**src/rtl/alu_out_stage_pkg.sv**
```systemverilog
// ALU output stage shared definitions.
// Op encodings (also used by the ALU control decoder) and entry layout.
package alu_out_stage_pkg;

  localparam logic [2:0] OP_AND = 3'b000;
  localparam logic [2:0] OP_OR  = 3'b001;
  localparam logic [2:0] OP_ADD = 3'b010;
  localparam logic [2:0] OP_NOR = 3'b011;
  localparam logic [2:0] OP_SUB = 3'b110;
  localparam logic [2:0] OP_SLT = 3'b111;

  typedef struct packed {
    logic [31:0] result;
    logic        zero;
    logic        ovf;
  } entry_t;

  localparam int ENTRY_W = $bits(entry_t);

endpackage

```
**src/rtl/alu_out_fifo.sv**
```systemverilog
// Small synchronous FIFO holding selected ALU results and flags.
// Caller guarantees push only when not full or when popping.
module alu_out_fifo #(
  parameter int DEPTH = 2,
  parameter int W     = 34
) (
  input  logic         clk,
  input  logic         rst_n,
  input  logic         push,
  input  logic [W-1:0] wdata,
  input  logic         pop,
  output logic [W-1:0] rdata,
  output logic         empty,
  output logic         full
);

  localparam int AW = $clog2(DEPTH);
  localparam logic [AW:0] FULL_CNT = (AW+1)'(DEPTH);

  logic [W-1:0]  mem [DEPTH];
  logic [AW-1:0] wr_ptr;
  logic [AW-1:0] rd_ptr;
  logic [AW:0]   cnt;

  // Pointers wrap naturally since DEPTH is a power of two.
  always_ff @(posedge clk or negedge rst_n) begin
    if (!rst_n) begin
      wr_ptr <= '0;
      rd_ptr <= '0;
      cnt    <= '0;
    end else begin
      if (push) wr_ptr <= wr_ptr + 1'b1;
      if (pop)  rd_ptr <= rd_ptr + 1'b1;
      case ({push, pop})
        2'b10:   cnt <= cnt + 1'b1;
        2'b01:   cnt <= cnt - 1'b1;
        default: cnt <= cnt;
      endcase
    end
  end

  // Storage array; full+push+pop overwrites the slot being popped.
  always_ff @(posedge clk or negedge rst_n) begin
    if (!rst_n) begin
      for (int i = 0; i < DEPTH; i++) mem[i] <= '0;
    end else if (push) begin
      mem[wr_ptr] <= wdata;
    end
  end

  assign rdata = mem[rd_ptr];
  assign empty = (cnt == '0);
  assign full  = (cnt == FULL_CNT);

endmodule

```
**src/rtl/alu_out_stage.sv**
```systemverilog
// ALU output stage: result select, flags, and output buffering.
// Tracks illegal ops with a sticky flag and a saturating counter.
module alu_out_stage
  import alu_out_stage_pkg::*;
#(
  parameter int DEPTH = 2
) (
  input  logic        clk,
  input  logic        rst_n,
  input  logic        in_valid,
  output logic        in_ready,
  input  logic [2:0]  alu_op,
  input  logic [31:0] and_res,
  input  logic [31:0] or_res,
  input  logic [31:0] nor_res,
  input  logic [31:0] add_res,
  input  logic [31:0] sub_res,
  input  logic        a_msb,
  input  logic        b_msb,
  output logic        out_valid,
  input  logic        out_ready,
  output logic [31:0] result,
  output logic        zero,
  output logic        ovf,
  output logic        op_err,
  output logic [7:0]  err_cnt
);

  entry_t sel;
  entry_t head;
  logic   illegal;
  logic   slt_bit;
  logic   push;
  logic   pop;
  logic   empty;
  logic   full;

  assign slt_bit = (a_msb != b_msb) ? a_msb : sub_res[31];

  // Pick the result for this op and derive its flags.
  always_comb begin
    sel     = '0;
    illegal = 1'b0;
    unique case (1'b1)
      (alu_op == OP_AND): sel.result = and_res;
      (alu_op == OP_OR):  sel.result = or_res;
      (alu_op == OP_NOR): sel.result = nor_res;
      (alu_op == OP_ADD): begin
        sel.result = add_res;
        sel.ovf    = (a_msb == b_msb) && (add_res[31] != a_msb);
      end
      (alu_op == OP_SUB): begin
        sel.result = sub_res;
        sel.ovf    = (a_msb != b_msb) && (sub_res[31] != a_msb);
      end
      (alu_op == OP_SLT): sel.result = {31'b0, slt_bit};
      default:            illegal    = 1'b1;
    endcase
    sel.zero = (sel.result == '0);
  end

  assign out_valid = !empty;
  assign pop       = out_valid && out_ready;
  assign in_ready  = !full || pop;
  assign push      = in_valid && in_ready;

  alu_out_fifo #(
    .DEPTH (DEPTH),
    .W     (ENTRY_W)
  ) u_fifo (
    .clk   (clk),
    .rst_n (rst_n),
    .push  (push),
    .wdata (sel),
    .pop   (pop),
    .rdata (head),
    .empty (empty),
    .full  (full)
  );

  assign result = out_valid ? head.result : '0;
  assign zero   = out_valid ? head.zero   : 1'b0;
  assign ovf    = out_valid ? head.ovf    : 1'b0;

  // Sticky error flag and saturating count of accepted illegal ops.
  always_ff @(posedge clk or negedge rst_n) begin
    if (!rst_n) begin
      op_err  <= 1'b0;
      err_cnt <= '0;
    end else if (push && illegal) begin
      op_err <= 1'b1;
      if (err_cnt != 8'hFF) err_cnt <= err_cnt + 8'd1;
    end
  end

endmodule
```
**config.mk**
```make
export PLATFORM = sky130hd
export DESIGN_NAME = alu_out_stage
export DESIGN_NICKNAME = d
export VERILOG_FILES = /design/src/rtl/alu_out_stage_pkg.sv /design/src/rtl/alu_out_fifo.sv /design/src/rtl/alu_out_stage.sv
export SDC_FILE = /design/constraint.sdc
export NUM_CORES = 1
export LEC_CHECK = 0
export BUFFER_PORTS_ARGS = -buffer_cell sky130_fd_sc_hd__buf_2
export CORE_ASPECT_RATIO = 2
export CORE_MARGIN = 2
export CORE_UTILIZATION = 30
export DETAILED_ROUTE_END_ITERATION = 7
export PLACE_DENSITY = 0.65
export SYNTH_ARGS = -nofsm -noshare
export SYNTH_HDL_FRONTEND = slang
export SYNTH_SLANG_ARGS = --single-unit
```
**constraint.sdc**
```tcl
create_clock -name clk -period 4.26 [get_ports clk]
set_clock_uncertainty 0.05 [all_clocks]
set_input_delay 0.852 -clock clk [delete_from_list [all_inputs] [get_ports clk]]
set_output_delay 0.852 -clock clk [all_outputs]
set_load 0.05 [all_outputs]
```
==> results.md <==
- Cts hold-fix bufs: 0
- Kind of critical path: input pin to flop
- Worst path slowest cell: buf_4
- CTS root buf: clkbuf_16
- Synth Net Count: 748
- Fin worst setup slack: 1.07 ns
- Fin util: 39.7%
- Post-Syn Area: 5170 µm²
- CTS clk-pin slew, worst paths: 0.06 ns
- # resized after CTS: 0
- Die footprint: 18300 µm²
- Power density over the cells: 640 nW/µm²
- Synth-to-Final Area Change: 29.3%
- Port Buf Inserts: 213
- Min Tclk post-route: 3.19 ns
- Syn Area/Cell: 8.95 µm²
- Die Span Y: 190 µm
- Slew headroom: 31.8%
- Gpl congestion: 0.962
- Biggest fanout along the worst timing path: 51
- Clock Latency Late Sink: 0.33 ns
- Crit-path max cell delay: 0.49 ns
- Vias per std cell: 5.23
- Synth unique cells: 59
- CP most frequent cell: buf_4
- Antenna violations before repair: 0
- Post-CTS setup buffer count: 0
- Die W: 96.8 µm
- Final Routed Wirelength: 18800 µm
- Maximum capacitance violations: 0
- Overflow left after global routing: 0
- Hold WC Path Type: flop to flop
- CP Cell Sequence: buf_4 -> buf_4 -> nor2b_1 -> a22oi_1 -> o211ai_1 -> nor4_1 -> nand4_1 -> o41ai_1
- Drt wl/cell: 19.2 µm
- Finished Layout Cells: 980
- CTS Buf Count: 9
- #FFs+latches synth: 81
- Post-Syn Instances: 577
- Largest net degree at the start of global routing: 82
- Fillers: 1762
- Main flop type after synthesis: dfrtp_1
- N_diodes: 0
- Post-synth EDFFs: 0
- CTS sink count: 81
- # rows: 67
- Leak: 0.00339 µW
- Worst setup SP type: input pin
- Commonest non-fill, non-tap cell in the layout: buf_2
- DP Worst Slack: 0.768 ns
- Initial DRC count: 412
- Yosys warns: 0
- Most frequent cells in the layout: buf_2, nand2_1, dfrtp_1
- Worst Tran Pin Value: 1.02 ns
- First-pass GRT wire length: 28800 µm
- Final Max Slew Viols: 0
- Via count: 5121
- Vias in the first global route: 5182
- IO Pins: 214
- Hold Fails Final Rpt: 0
- Share of cells above drive strength 1: 35.8%
- HPWL Detailed: 15400 µm
- CP required: 4.43 ns
- Setup TNS: 0 ns
- Initial Util: 30.7%
- CP Capture Type: flop
- Async SR Flop Fraction: 100%
- CTS Buffer Depth: 2
- Post-Place Cells: 964
- CP Data Arrival Time: 3.36 ns
- R2r setup slk: 1.94 ns
- Final setup fails: 0
- Max Clock Freq: 313 MHz
- NumNets Final: 939
- CTS tree: built
- Worst IR drop on VDD: 0.315 mV
- Sequential share of the synthesized area: 39.2%
- Residual DRC: 0
- RSZ-0062 raised after global routing: no
- Status: finished clean
- Overall routing resource usage: 20.2%
- Detailed-router iteration count before antenna repair: 6
- Final worst path period share: 74.9%
- Core ar.: 16800 µm²
- # H-tree levels: 3
- Final ANT Viol Nets: 0
## area by class of cell
cell class,instances,area [µm²],share of cell area [%]
Multi-Input combinational cell,446,2930,43.9
Timing Repair Buffer,226,1170,17.5
Inverter,4,15.0,0.225
Sequential cell,81,2030,30.4
Tap cell,207,259,3.88
Clock inverter,7,55.1,0.824
Clock buffer,9,225,3.37
## logic make-up (layout without fill, tap and decap cells)
family                     count (synthesis)  in the layout  share of synthesized area [%]
AOI/OAI and AO/OA                        141            141                           17.5
xor gates and xnor gates                  11             11                           1.86
adders and majority gates                  2              2                          0.484
buffers and inverters                     50            246                           4.19
DFF                                       81             81                           39.2
muxes                                     93             93                           19.4
and+or+nand+nor                          199            199                           17.3
## final timing paths
kind                               start             end  cells after the start
setup reg to reg           u_fifo.cnt[0]  u_fifo.mem[33]                      4
min in group asynchronous          rst_n   u_fifo.cnt[1]                      1
hold reg to reg                   op_err          op_err                      1
setup / recovery               alu_op[1]  u_fifo.mem[35]                      8
hold / removal                    op_err          op_err                      1
max in group asynchronous          rst_n   u_fifo.rd_ptr                      1
## cells in the mapped netlist (4+ instances only)
| cell type | n | share of area, % |
|---|---|---|
| nand2b_1 | 4 | 0.48 |
| buf_2 | 8 | 0.78 |
| nor2_1 | 51 | 3.7 |
| a22oi_1 | 19 | 2.8 |
| inv_1 | 4 | 0.29 |
| xnor2_1 | 7 | 1.2 |
| mux2_2 | 25 | 5.4 |
| and2_1 | 4 | 0.48 |
| a211o_1 | 5 | 0.85 |
| nor2b_1 | 4 | 0.48 |
| and2_0 | 5 | 0.61 |
| nand3_1 | 5 | 0.48 |
| o22ai_1 | 4 | 0.48 |
| o21ai_0 | 56 | 5.4 |
| xor2_1 | 4 | 0.68 |
| nand2_1 | 94 | 6.8 |
| a21oi_1 | 19 | 1.8 |
| nand4_1 | 6 | 0.73 |
| nor3_1 | 4 | 0.39 |
| o22a_1 | 4 | 0.68 |
| mux2i_1 | 65 | 13 |
| nor4_1 | 6 | 0.73 |
| dfrtp_1 | 81 | 39 |
| a21boi_0 | 5 | 0.73 |
| buf_1 | 4 | 0.29 |
| o2bb2ai_1 | 4 | 0.68 |
| clkbuf_1 | 31 | 2.3 |
## sequential cells by signal (all words and copies together), names as in the netlist
register / count
u_fifo.mem: 68
u_fifo.rd_ptr: 1
err_cnt: 8
u_fifo.cnt: 2
u_fifo.wr_ptr: 1
op_err: 1
## through the flow
| step | hold slack [ns] | instance area, µm² | power (µW) |
|---|---|---|---|
| after floorplan | 0.393 | 5170 | 2950 |
| after global placement | 0.401 | 6400 | 3560 |
| after detailed placement | 0.398 | 6400 | 3600 |
| after CTS | 0.418 | 6680 | 4320 |
| after global routing | 0.442 | 6680 | 4550 |
| final | 0.413 | 6680 | 4280 |
## critical path: cells and delay by family
family | cells | cell delay, ns
buffers and inverters | 2 | 0.92
AND/OR/NAND/NOR | 3 | 0.85
AO/OA/AOI/OAI | 3 | 0.71
## power breakdown
part | leakage, µW | switching (µW) | internal, µW
logic | 0.00222 | 1530 | 672
registers | 0.00104 | 253 | 1100
clock network | 0.000132 | 321 | 399
## layer usage
metal	global-route usage (%)	share of wire [%]	vias up
li1	-	-	2457
met1	22.1	37	2400
met2	37.2	54	222
met3	2.65	4.7	42
met4	11.1	5.0	0
met5	0	0	-
No activity file was read; power rests on OpenSTA's default activity.
